## config.mk

```make
export PLATFORM = sky130hd
export DESIGN_NAME = uart_rx
export DESIGN_NICKNAME = d
export VERILOG_FILES = /design/src/rtl/uart_rx.sv
export SDC_FILE = /design/constraint.sdc
export NUM_CORES = 1
export LEC_CHECK = 0
export BUFFER_PORTS_ARGS = -buffer_cell sky130_fd_sc_hd__buf_2
export CORE_AREA = 2 2 76 49
export DETAILED_ROUTE_END_ITERATION = 8
export DIE_AREA = 0 0 78 51
export MAX_ROUTING_LAYER = met4
export REMOVE_ABC_BUFFERS = 1
export SLEW_MARGIN = 20
export SYNTH_ARGS = -nofsm -noshare
export SYNTH_HDL_FRONTEND = slang
export SYNTH_SLANG_ARGS = --single-unit
```

## constraint.sdc

```tcl
create_clock -name clock -period 1.6 [get_ports clock]
set_clock_uncertainty 0.1 [all_clocks]
set_input_delay 0.16 -clock clock [delete_from_list [all_inputs] [get_ports clock]]
set_output_delay 0.16 -clock clock [all_outputs]
set_load 0.005 [all_outputs]
```

## src/rtl/uart_rx.sv

```systemverilog
// uart_rx - 8N1 UART serial receiver.
//
// Samples the asynchronous serial line on the system clock, recovers framed
// bytes (1 start, 8 data LSB first, 1 stop) and reports each good byte with a
// one-cycle valid strobe, or a one-cycle framing-error strobe when the stop
// bit is low.
//
// Parameters:
//   clock_rate  system clock frequency in Hz
//   baud_rate   line rate in bits/s; clock_rate / baud_rate must be an even
//               integer of at least 4
//
// Ports:
//   clock         in   system clock, rising edge
//   reset         in   synchronous active-high reset
//   ser_rx        in   asynchronous serial line, idle high
//   rx_data       out  last good byte
//   rx_valid      out  one-cycle pulse, rx_data updated on the same edge
//   rx_frame_err  out  one-cycle pulse when the stop bit is sampled low
//   rx_busy       out  high whenever the receiver is not idle
//
// Build option:
//   UART_RX_MAJORITY_EN  when defined, every start/data/stop sample is the
//                        2-of-3 majority of the synchronized line over the
//                        last three cycles of the bit; latency is unchanged.
module uart_rx #(
  parameter int unsigned clock_rate = 8000000,
  parameter int unsigned baud_rate  = 1000000
) (
  input  logic       clock,
  input  logic       reset,
  input  logic       ser_rx,
  output logic [7:0] rx_data,
  output logic       rx_valid,
  output logic       rx_frame_err,
  output logic       rx_busy
);

  localparam int unsigned clocks_per_bit = clock_rate / baud_rate;
  localparam int unsigned DW             = $clog2(clocks_per_bit);

  // Half-bit load lands the start sample at the bit center; full-bit load
  // steps from center to center afterwards.
  localparam logic [DW-1:0] HALF_LOAD = DW'(clocks_per_bit / 2 - 1);
  localparam logic [DW-1:0] FULL_LOAD = DW'(clocks_per_bit - 1);
  localparam logic [DW-1:0] DLY_ONE   = DW'(1);

  localparam logic [2:0] S_IDLE      = 3'd0;
  localparam logic [2:0] S_START     = 3'd1;
  localparam logic [2:0] S_DATA      = 3'd2;
  localparam logic [2:0] S_STOP      = 3'd3;
  localparam logic [2:0] S_WAIT_HIGH = 3'd4;

  if ((clocks_per_bit < 4) || ((clocks_per_bit % 2) != 0) ||
      ((clocks_per_bit * baud_rate) != clock_rate)) begin : g_bad_rate
    $error("uart_rx: clock_rate/baud_rate must be an even integer >= 4");
  end

  logic [1:0]    sync_q, sync_d;
  logic [2:0]    state_q, state_d;
  logic [DW-1:0] delay_q, delay_d;
  logic [2:0]    bit_cnt_q, bit_cnt_d;
  logic [7:0]    shift_q, shift_d;
  logic [7:0]    rx_data_q, rx_data_d;
  logic          rx_valid_q, rx_valid_d;
  logic          rx_frame_err_q, rx_frame_err_d;

  logic rx_s;
  logic sample;

  // Two-flop synchronizer; only the second stage feeds any decision.
  assign sync_d = {sync_q[0], ser_rx};
  assign rx_s   = sync_q[1];

`ifdef UART_RX_MAJORITY_EN
  // hist_q holds rx_s from the previous two cycles, i.e. at delay 2 and 1
  // when the decision is taken at delay 0.
  logic [1:0] hist_q, hist_d;

  assign hist_d = {hist_q[0], rx_s};
  assign sample = (hist_q[1] & hist_q[0]) | (hist_q[1] & rx_s) |
                  (hist_q[0] & rx_s);
`else
  assign sample = rx_s;
`endif

  always_comb begin
    // NOTE: every next-state signal gets a default first, so no path through
    // the case statement leaves one unassigned and no latch is inferred.
    state_d        = state_q;
    delay_d        = delay_q;
    bit_cnt_d      = bit_cnt_q;
    shift_d        = shift_q;
    rx_data_d      = rx_data_q;
    rx_valid_d     = 1'b0;
    rx_frame_err_d = 1'b0;

    case (state_q)
      S_IDLE: begin
        if (!rx_s) begin
          state_d = S_START;
          delay_d = HALF_LOAD;
        end
      end

      S_START: begin
        if (delay_q != '0) begin
          delay_d = delay_q - DLY_ONE;
        end else if (sample) begin
          // Line went back high before the start-bit center: noise.
          state_d = S_IDLE;
        end else begin
          state_d   = S_DATA;
          delay_d   = FULL_LOAD;
          bit_cnt_d = 3'd0;
        end
      end

      S_DATA: begin
        if (delay_q != '0) begin
          delay_d = delay_q - DLY_ONE;
        end else begin
          shift_d   = {sample, shift_q[7:1]};
          delay_d   = FULL_LOAD;
          bit_cnt_d = bit_cnt_q + 3'd1;
          if (bit_cnt_q == 3'd7) begin
            state_d = S_STOP;
          end
        end
      end

      S_STOP: begin
        if (delay_q != '0) begin
          delay_d = delay_q - DLY_ONE;
        end else if (sample) begin
          rx_data_d  = shift_q;
          rx_valid_d = 1'b1;
          state_d    = S_IDLE;
        end else begin
          rx_frame_err_d = 1'b1;
          state_d        = S_WAIT_HIGH;
        end
      end

      S_WAIT_HIGH: begin
        // A held-low line (break) must not be mistaken for a new start bit.
        if (rx_s) begin
          state_d = S_IDLE;
        end
      end

      default: state_d = S_IDLE;
    endcase
  end

  always_ff @(posedge clock) begin
    // NOTE: sequential state uses non-blocking assignments so every flop
    // samples the pre-edge values regardless of statement order.
    if (reset) begin
      sync_q         <= 2'b11;
      state_q        <= S_IDLE;
      delay_q        <= '0;
      bit_cnt_q      <= 3'd0;
      shift_q        <= 8'h00;
      rx_data_q      <= 8'h00;
      rx_valid_q     <= 1'b0;
      rx_frame_err_q <= 1'b0;
`ifdef UART_RX_MAJORITY_EN
      hist_q         <= 2'b11;
`endif
    end else begin
      sync_q         <= sync_d;
      state_q        <= state_d;
      delay_q        <= delay_d;
      bit_cnt_q      <= bit_cnt_d;
      shift_q        <= shift_d;
      rx_data_q      <= rx_data_d;
      rx_valid_q     <= rx_valid_d;
      rx_frame_err_q <= rx_frame_err_d;
`ifdef UART_RX_MAJORITY_EN
      hist_q         <= hist_d;
`endif
    end
  end

  assign rx_data      = rx_data_q;
  assign rx_valid     = rx_valid_q;
  assign rx_frame_err = rx_frame_err_q;
  assign rx_busy      = (state_q != S_IDLE);

endmodule

```

Word level (Yosys, flattened, before mapping) --
Index checks and enable logic that the tools add are counted.
Word-level totals: register bits 29, input port bits 3, output and inout bits 11, word-level logic and storage cells 58
Operators by class: $add $sub $neg 2, equality and inequality tests 14, mux-type cells 21, bitwise operators 2, reductions and logical operators 11
Operators by type and width (number):
- $mux W3 | 15
- $ne A2 B2 Y1 const B | 8
- $pmux W3 S5 | 1
- $pmux W3 S4 | 1
- $reduce_and A4 Y1 | 2
- $eq A3 B2 Y1 const B | 2
- $eq A3 B3 Y1 const B | 2
- $pmux W3 S2 | 1
- $reduce_and A6 Y1 | 1
- $reduce_bool A3 Y1 | 2
- $reduce_bool A4 Y1 | 1
- $add A3 B1 Y3 const B | 1
- $eq A3 B1 Y1 const B | 1
- $logic_not A3 Y1 | 1
- $ne A3 B3 Y1 const B | 1
- $reduce_and A3 Y1 | 1
- $reduce_or A3 Y1 | 1
- $sub A3 B1 Y3 const B | 1
- $mux W1 | 2
- $mux W2 | 1
- $not A1 Y1 | 2
- $reduce_and A2 Y1 | 1
- $reduce_bool A2 Y1 | 1

Logic depth before layout (Yosys ltp) --
Gate-level depths: netlist of run 1.
depth after elaboration 4, mapped depth 7, depth with buffers taken out 6

Least setup slack after synthesis of run 1 --
No wires, ideal clock.
path type register to register, start point register delay_q[0], end point register state_q[2], library setup time 0.121 ns, data arrival time 1.554 ns, required time 1.379 ns, slack -0.174 ns, cell stages (with the launch flop) 7, buffers on the path 0, period minus slack after synthesis 1.774 ns, cell sequence dfxtp_1 inv_1 ha_1 nor2b_1 or3_4 o311ai_4 mux2_2
On the way: cells in the longest elaborated chain, start to end 3, elaborated cells on any way between the ends 5, classes of those cells eq/ne (3); reduce/logical (2)
RTL lines:
- start, declared | RTL line 61 | logic [DW-1:0] delay_q, delay_d;
- start signal, assigned | RTL line 174 | delay_q <= delay_d;
- $reduce_bool A3 Y1 (*) | RTL line 107, 120, 133
- $ne A2 B2 Y1 (no source line)
- $reduce_and A6 Y1 (no source line) (*)
- end signal, assigned | RTL line 173 | state_q <= state_d;
- end, declared | RTL line 60 | logic [2:0] state_q, state_d;
Mark *: on every way between the ends. The rest lies on a longest branch, timed or not. A chain may end at the register's enable or synchronous reset.

Worst setup path after layout of run 1 --
Ends and elaborated chain as after synthesis.

==> qor.txt, run 1 <==
Fin Hold WS: 0.240 ns
r2r startpoint: delay_q[0]$_SDFFE_PP0P_
number of synthesized flops with an enable pin: 0
DRT iter0 DRCs: 35
final hold vios: 0
H-tree depth: 2
row count: 17
Die X: 78 um
P_leak: 0.689 nW
CTS Root Cell: clkbuf_8
Placed Cells incl. Taps: 199
ys flop type: dfxtp_1
I/O Buffers: 13
RSZ-0062 raised after global routing: yes
CTS buffer count: 5
VDD IR max: 0.374 mV
asr flop ratio synth: 0%
post-placement cell area: 1470 um2
Slew @ Worst Pin: 0.533 ns
CTS sink cnt: 29
via count: 1003
layout cells sized above 1: 38.6%
CP startpoint kind: register
Starting Density: 37.2%
die area: 3980 um2
CP bufs+invs: 1
CTS tree: yes
worst endpoint required time: 1.68 ns
syn_area_per_cell: 9.60 um2
antenna-violating nets left: 0
worst hold path class: primary input to register
total of flip-flops plus latches after synthesis: 29
Initial DRT Pass Iterations: 4
largest net degree at the start of global routing: 30
initial antenna violation count: 0
first-pass GRT wire length: 4470 um
Synth warnings: 0
CP Max Fanout: 3
PwrDens: 1040 nW/um2
Remaining DRCs: 0
CP arrival: 1.74 ns
Final Util: 49.9%
max_cap viols: 0
Area Overhead vs Synth: 33.9%
endpoint type of the worst setup path: register
R2R cell count: 6
crit-path cells: inv_2 > ha_4 > nor2b_4 > or3_4 > o311ai_4 > mux2_4
Seq/Total Area, Yosys: 45.8%
CTS clk-pin slew, worst paths: 0.07 ns
Min Clock Period, post-route: 1.66 ns
Worst Setup EP: state_q[2]$_SDFFE_PP0P_
vias in the first global route: 979
failing checks: negative setup slack
critical path class: register to register
antenna diode count: 0
CP delay by family, top: simple AND/OR/NAND/NOR gates
Worst Setup SP: delay_q[0]$_SDFFE_PP0P_
CTS Buffer Depth: 2
relative slew slack: 64.5%
gr usage total: 15.6%
Syn Inst Count: 132
status: finished, violations left
Layout Nets: 172
fin. max-slew vios: 0
stages on the worst setup path: 6
area of the mapped netlist: 1270 um2
DR WL/cell: 12.1 um
Die Y-Extent: 51 um
Final Cycle Share: 104%
Netlist cell types: 37
routability cong.: 0.857
final worst setup slack: -0.0616 ns
clk_lat worst skew: 0.28 ns
total wire length: 2570 um
I/O pins: 14
Slowest-stage cell, CP: or3_4
achievable frequency: 602 MHz
RR Endpoint: state_q[2]$_SDFFE_PP0P_
R2R Setup Slk: -0.06 ns
hpwl dp: 1670 um
Vias per Instance: 4.71
total congestion overflow: 0
Final Non-Filler Cells: 213
# setup viols final: 2
CP max stage delay: 0.35 ns
hold path startpoint: reset
Core Area: 3400 um2
DP Worst Slack: -0.138 ns
post-route cell area: 1700 um2
## flip-flops by register name, indices dropped and copies added (netlist names)
register      count
sync_q            2
delay_q           3
rx_data           8
rx_valid          1
rx_frame_err      1
state_q           3
bit_cnt_q         3
shift_q           8
## cells in the final DEF (no fill, tap or decap), types with 2 or more instances in the layout
cell / instances
nor2b_4: 2
buf_12: 3
dfxtp_2: 3
inv_2: 2
xor2_1: 2
nor2b_1: 2
nand2_1: 19
nor2_1: 14
mux2i_1: 10
nor3_1: 2
a22oi_1: 2
or2_2: 2
a21oi_1: 10
dfxtp_1: 26
ha_1: 3
buf_2: 13
o21ai_0: 2
buf_4: 15
clkbuf_8: 7
## through the flow
step	setup TNS (ns)	power (mW)
6_report	-0.0716	1.77
3_3_place_gp	-0.643	1.01
2_1_floorplan	-0.204	0.902
5_1_grt	-0.649	1.86
3_5_place_dp	-1.21	1.02
4_1_cts	-0.0958	1.76
## how the worst min path moves through the flow
stage	end	slack (ns)	cells past startpoint
after floorplan	delay_q[0]$_SDFFE_PP0P_	0.13	1
after global placement	sync_q[0]$_SDFF_PP1_	0.24	2
after detailed placement	sync_q[0]$_SDFF_PP1_	0.25	2
after CTS	rx_data[0]$_SDFFE_PP0P_	0.24	2
after global routing	bit_cnt_q[2]$_SDFFE_PP0P_	0.26	2
final	rx_data[0]$_SDFFE_PP0P_	0.24	2
## layout make-up
cell class              instances  area (um2)
well taps                      47        58.8
repair buffers                 33         259
clock buffers                   7        96.3
inverters                       3        11.3
flip-flops and latches         29         584
clock inverters                 1        5.00
multi-input cells              93         682
fillers                       313        1710
## per-layer routing
metal  GRT usage [%]  wire length [um]
met4            10.2                53
met2            22.1              1150
met1            19.3              1240
met5               -                 0
met3            4.95               129
## cells by family (layout without fill, tap and decap cells)
logic type	Yosys count	count (layout)	share of synthesized area [%]
and+or+nand+nor	56	56	23.9
xor gates and xnor gates	2	2	1.38
muxes	11	11	8.79
DFF	29	29	45.8
buffers and inverters	10	44	4.74
adders and majority gates	4	4	3.95
AOI/OAI and AO/OA	20	20	11.5
## cells in the mapped netlist (2+ instances only)
master / count / area (um2)
mux2i_1: 10 / 100
dfxtp_1: 29 / 581
inv_1: 3 / 11.3
nand2_1: 20 / 75.1
nor2_1: 14 / 52.6
a211oi_1: 2 / 15.0
nor3_1: 2 / 10.0
nor3b_1: 2 / 15.0
a21oi_1: 10 / 50.1
o21ai_0: 2 / 10.0
xor2_1: 2 / 17.5
clkbuf_1: 3 / 11.3
nor2b_1: 3 / 18.8
ha_1: 4 / 50.1
or2_2: 3 / 18.8
a22oi_1: 2 / 15.0
## worst reg2reg max path: cells and delay by family, from the launching register on
family | cells | cell delay, ns
multiplexers | 1 | 0.33
flip-flops | 1 | 0.34
buffers and inverters | 1 | 0.05
AO/OA/AOI/OAI | 1 | 0.11
AND/OR/NAND/NOR | 2 | 0.47
adder cells (fa/ha/maj) | 1 | 0.16
## power breakdown
group / internal [mW] / switching (mW) / total, mW
registers: 0.741 / 0.0180 / 0.759
logic: 0.193 / 0.148 / 0.340
clock network: 0.388 / 0.283 / 0.671
## timing repair
action | in CTS | in global routing
buffers inserted | 5 | 0
gates resized for setup | 11 | 8
endpoints found under the setup margin | 18 | 26
hold buffers | 1 | 0
pin swaps | 2 | 4
endpoints found under the hold margin | 1 | 0
Note: power is estimated with default switching activity, not from simulation.
==> run 2: changes to the inputs <==
Clock period 1.6 ns to 1.5 ns, I/O delays scaled along.
==> run 2 against run 1 <==
The run still ends with negative setup slack left. Sequential power grew 6.2%. Sequential share of layout area down 2.2 points. Cell area increased by 7.2%. Highest routed layer unchanged. Count of clock-buffer cells in the layout did not move. Register-to-register slack got worse by 0.09 ns. Power grew 8.5%. Non-clock buffer count rose by 8. Cell count is 3.8% higher. Die area is the same. Hold slack worse by 0.056 ns. First-iteration DRC count rose by 66%. Worst setup slack worse by 0.088 ns.
==> qor.txt, run 2 (synthesis gave the netlist of run 1 again) <==
CTS Buffer Depth: 2 (unchanged)
CTS buffer count: 5 (unchanged)
RSZ-0062 raised after global routing: yes
commonest non-fill, non-tap cells in the layout: dfxtp_1, buf_4, nand2_1, nor2_1, buf_2
PwrDens: 1060 nW/um2 (+1.2%)
CTS tree: yes
largest net degree at the start of global routing: 24 (-20%)
r2r startpoint: delay_q[0]$_SDFFE_PP0P_
failing checks: negative setup slack
antenna-violating nets left: 0 (unchanged)
CP bufs+invs: 1 (unchanged)
fin. max-slew vios: 0 (unchanged)
CP delay by family, top: simple AND/OR/NAND/NOR gates
Worst Setup SP: delay_q[0]$_SDFFE_PP0P_
relative slew slack: 71.7% (+7.2 points)
CP arrival: 1.72 ns (-0.02 ns)
Slew @ Worst Pin: 0.425 ns (-0.108 ns)
final hold vios: 0 (unchanged)
total wire length: 2830 um (+10%)
CTS clk-pin slew, worst paths: 0.07 ns (about the same)
worst hold path class: primary input to register
I/O pins: 14 (unchanged)
initial antenna violation count: 0 (unchanged)
antenna diode count: 0 (unchanged)
max_cap viols: 0 (unchanged)
die area: 3980 um2 (unchanged)
Die Y-Extent: 51 um (unchanged)
gr usage total: 16.2% (+0.59 points)
status: finished, violations left
VDD IR max: 0.451 mV (+21%)
Die X: 78 um (unchanged)
P_leak: 0.754 nW (+9.4%)
Slowest-stage cell, CP: or3_4
Core Area: 3400 um2 (unchanged)
CP max stage delay: 0.35 ns (about the same)
total congestion overflow: 0 (unchanged)
Final Cycle Share: 110% (+6.1 points)
first-pass GRT wire length: 4630 um (+3.5%)
DRT iter0 DRCs: 58 (+66%)
crit-path cells: inv_2 > ha_4 > nor2b_4 > or3_4 > o311ai_4 > mux2_4
achievable frequency: 606 MHz (+0.75%)
most common cell after layout, fill and taps aside: dfxtp_1
row count: 17 (unchanged)
vias in the first global route: 970 (-0.92%)
Min Clock Period, post-route: 1.65 ns (-0.0124 ns)
Reg area: 587 um2 (+0.43%)
CP startpoint kind: register
via count: 1037 (+3.4%)
routability cong.: 0.875 (+2.0%)
I/O Buffers: 13 (unchanged)
layout cells sized above 1: 47.1% (+8.6 points)
# setup viols final: 26 (+24)
final worst setup slack: -0.149 ns (-0.0876 ns)
Remaining DRCs: 0 (unchanged)
CP Max Fanout: 2 (-1)
fillers: 307 (-1.9%)
Layout Nets: 180 (+4.7%)
Vias per Instance: 4.69 (-0.35%)
Starting Density: 37.2% (unchanged)
H-tree depth: 2 (unchanged)
endpoint type of the worst setup path: register
multi-input logic area: 752 um2 (+10%)
Initial DRT Pass Iterations: 3 (-1)
DR WL/cell: 12.8 um (+6.0%)
Final TNS setup: -1.66 ns (-1.59 ns)
critical path class: register to register
hold path startpoint: reset
clk_lat worst skew: 0.28 ns (about the same)
hpwl dp: 1820 um (+8.7%)
CTS Root Cell: clkbuf_8
Fin Hold WS: 0.185 ns (-0.0558 ns)
CTS sink cnt: 29 (unchanged)
worst endpoint required time: 1.57 ns (-0.11 ns)
Area Overhead vs Synth: 43.5%
## run 2: power breakdown
part	switching (mW)	internal [mW]
clock	0.300	0.414
sequential	0.0182	0.787
combinational	0.184	0.218
## run 2: per-stage QoR
step	utilization [%]	power, mW	cell area (um2)	std cells	setup slack, ns
after CTS	49.7	1.87	1690	216	-0.165
after floorplan	-	0.963	1220	125	-0.304
final	53.5	1.92	1820	221	-0.149
after detailed placement	44.0	1.09	1500	204	-0.246
after global placement	44.0	1.08	1500	204	-0.211
after global routing	53.5	2.00	1820	221	-0.203
## run 2: cell type report
class                           instances  share of cell area (%)
Inverter                                3                   0.619
Clock inverter                          1                   0.275
Clock buffer                            7                    5.30
Tap cell                               47                    3.23
Sequential cell                        29                    32.3
Multi-Input combinational cell         93                    41.3
Timing Repair Buffer                   41                    17.0
## run 2: worst paths after layout
path | end | slack (ns) | cells after the start
worst max-delay path | state_q[2]$_SDFFE_PP0P_ | -0.15 | 6
worst min-delay path | rx_data[1]$_SDFFE_PP0P_ | 0.18 | 2
worst max register to register | state_q[2]$_SDFFE_PP0P_ | -0.15 | 6
worst min register to register | sync_q[1]$_SDFF_PP1_ | 0.31 | 1
## run 2: worst register-to-register path, stage by stage (launching register included)
cell and delay [ns]:
dfxtp_2 0.33, inv_2 0.05, ha_4 0.16, nor2b_4 0.12
or3_4 0.35, o311ai_4 0.11, mux2_4 0.33
## run 2: timing repair
| item | 4_1_cts | 5_1_grt |
|---|---|---|
| pin swaps | 5 | 6 |
| endpoints found under the setup margin | 27 | 27 |
| hold endpoints to repair | 1 | 0 |
| setup buffers | 3 | 5 |
| hold buffers | 1 | 0 |
| gates resized for setup | 17 | 23 |
## run 2: routing by layer
metal	vias to the layer above	track usage, %	part of all wire, %
met1	489	19.8	50
li1	532	-	-
met4	0	9.36	1.0
met3	4	4.77	2.9
met5	-	-	0
met2	12	24.1	46
==> run 3: changes to the inputs <==
Settings changed: SKIP_LAST_GASP from default to 1.
==> run 3 against run 2 <==
The run still ends with negative setup slack left. Via count down 0.77%. Register-to-register slack about the same. Non-clock buffer count down 1. Flip-flop and latch count is the same. Routed wire length is 0.11% lower. Worst setup slack is essentially flat. Critical path depth stayed put. Cell count decreased by 0.45%. Sequential share of layout area rose by 0.20 points. Critical path type unchanged. Largest power group unchanged.
==> qor.txt, run 3 (synthesis gave the netlist of run 1 again) <==
DR WL/cell: 12.8 um (+0.35%)
antenna-violating nets left: 0 (unchanged)
CP startpoint kind: register
Min Clock Period, post-route: 1.65 ns (+0.000161 ns)
clk_lat worst skew: 0.28 ns (about the same)
CP arrival: 1.72 ns (about the same)
Worst Setup SP: delay_q[0]$_SDFFE_PP0P_
failing checks: negative setup slack
total congestion overflow: 0 (unchanged)
Worst Setup EP: state_q[2]$_SDFFE_PP0P_
DP Worst Slack: -0.246 ns (unchanged)
Reg area: 587 um2 (unchanged)
Final TNS setup: -1.80 ns (-0.141 ns)
row count: 17 (unchanged)
status: finished, violations left
layout cells sized above 1: 47.4% (+0.27 points)
Remaining DRCs: 0 (unchanged)
gr usage total: 16.2% (+0.040 points)
R2R Setup Slk: -0.15 ns (about the same)
final worst setup slack: -0.149 ns (-0.000161 ns)
routability cong.: 0.875 (unchanged)
Final Cycle Share: 110% (about the same)
RR Endpoint: state_q[2]$_SDFFE_PP0P_
Core Area: 3400 um2 (unchanged)
commonest non-fill, non-tap cells in the layout: dfxtp_1, buf_4, nand2_1, nor2_1, buf_2
CTS sink cnt: 29 (unchanged)
first-pass GRT wire length: 4640 um (+0.30%)
largest net degree at the start of global routing: 24 (unchanged)
PwrDens: 1060 nW/um2 (+0.40%)
Die Y-Extent: 51 um (unchanged)
H-tree depth: 2 (unchanged)
max_cap viols: 0 (unchanged)
multi-input logic area: 744 um2 (-1.0%)
vias in the first global route: 971 (+0.10%)
fin. max-slew vios: 0 (unchanged)
I/O pins: 14 (unchanged)
RSZ-0062 raised after global routing: yes
initial antenna violation count: 0 (unchanged)
Initial DRT Pass Iterations: 2 (-1)
VDD IR max: 0.439 mV (-2.7%)
die area: 3980 um2 (unchanged)
Area Overhead vs Synth: 42.6%
worst endpoint required time: 1.58 ns (about the same)
Placed Cells incl. Taps: 204 (unchanged)
fillers: 305 (-0.65%)
relative slew slack: 70.8% (-0.88 points)
worst hold path class: primary input to register
antenna diode count: 0 (unchanged)
final hold vios: 0 (unchanged)
r2r startpoint: delay_q[0]$_SDFFE_PP0P_
I/O Buffers: 13 (unchanged)
CTS clk-pin slew, worst paths: 0.07 ns (about the same)
most common cell after layout, fill and taps aside: dfxtp_1
R2R cell count: 6 (unchanged)
CTS Root Cell: clkbuf_8
Die X: 78 um (unchanged)
total wire length: 2820 um (-0.11%)
CTS tree: yes
endpoint type of the worst setup path: register
DRT iter0 DRCs: 63 (+8.6%)
hpwl dp: 1820 um (unchanged)
CTS Buffer Depth: 2 (unchanged)
P_leak: 0.762 nW (+1.1%)
CP Max Fanout: 2 (unchanged)
Vias per Instance: 4.68 (-0.32%)
Layout Nets: 179 (-0.56%)
Final Non-Filler Cells: 220 (-0.45%)
critical path class: register to register
CTS buffer count: 5 (unchanged)
# setup viols final: 25 (-3.8%)
hold path startpoint: reset
Slew @ Worst Pin: 0.438 ns (+0.0132 ns)
Starting Density: 37.2% (unchanged)
achievable frequency: 606 MHz (about the same)
via count: 1029 (-0.77%)
[run 3: cell types whose count changed in the layout (fill, tap and decap cells not counted), sizes merged]
| cell | previous run | this run |
|---|---|---|
| buf | 40 | 39 |
[run 3: worst min path at each step]
stage / to / slack, ns / depth (start not counted)
floorplan: delay_q[0]$_SDFFE_PP0P_ / 0.12 / 1
global placement: sync_q[0]$_SDFF_PP1_ / 0.24 / 2
detailed placement: sync_q[0]$_SDFF_PP1_ / 0.24 / 2
CTS: rx_data[1]$_SDFFE_PP0P_ / 0.19 / 2
global route: shift_q[2]$_SDFFE_PP0P_ / 0.22 / 2
finish: rx_data[1]$_SDFFE_PP0P_ / 0.19 / 2
[run 3: metal layers]
metal | up-vias | wire length (um) | GRT usage (%)
met5 | - | 0 | -
met4 | 0 | 27 | 9.36
met3 | 3 | 88 | 4.77
met2 | 14 | 1350 | 24.1
met1 | 482 | 1360 | 19.9
li1 | 530 | - | -
[run 3: metrics by stage]
| stage | hold WS [ns] | util (%) | total power [mW] | instance area (um2) |
|---|---|---|---|---|
| 2_1_floorplan | 0.119 | - | 0.963 | 1220 |
| 3_3_place_gp | 0.237 | 44.0 | 1.08 | 1500 |
| 3_5_place_dp | 0.235 | 44.0 | 1.09 | 1500 |
| 4_1_cts | 0.187 | 49.4 | 1.86 | 1680 |
| 5_1_grt | 0.223 | 53.1 | 2.00 | 1810 |
| 6_report | 0.193 | 53.1 | 1.92 | 1810 |
[run 3: worst max-delay path: stages, from the launching register on]
cell      delay (ns)
dfxtp_2         0.33
inv_2           0.05
ha_4            0.15
nor2b_4         0.12
or3_4           0.35
o311ai_4        0.11
mux2_4          0.33
[run 3: what timing repair did]
| item | CTS | global route |
|---|---|---|
| setup buffers | 3 | 4 |
| pin swaps | 5 | 7 |
| gates resized for setup | 14 | 27 |
| hold buffers | 1 | 0 |
| endpoints found under the setup margin | 27 | 27 |
| hold endpoints to repair | 1 | 0 |
[run 3: layout make-up]
class	count	share of cell area [%]
inverter	3	0.623
timing repair buffer	40	16.9
sequential	29	32.5
multi-input combinational	93	41.2
clock inverter	1	0.277
clock buffer	7	5.33
tap	47	3.25
[run 3: report_power, final]
group	switching (mW)	internal, mW
Clock	0.302	0.414
Sequential	0.0186	0.787
Combinational	0.178	0.218
Total	0.498	1.42
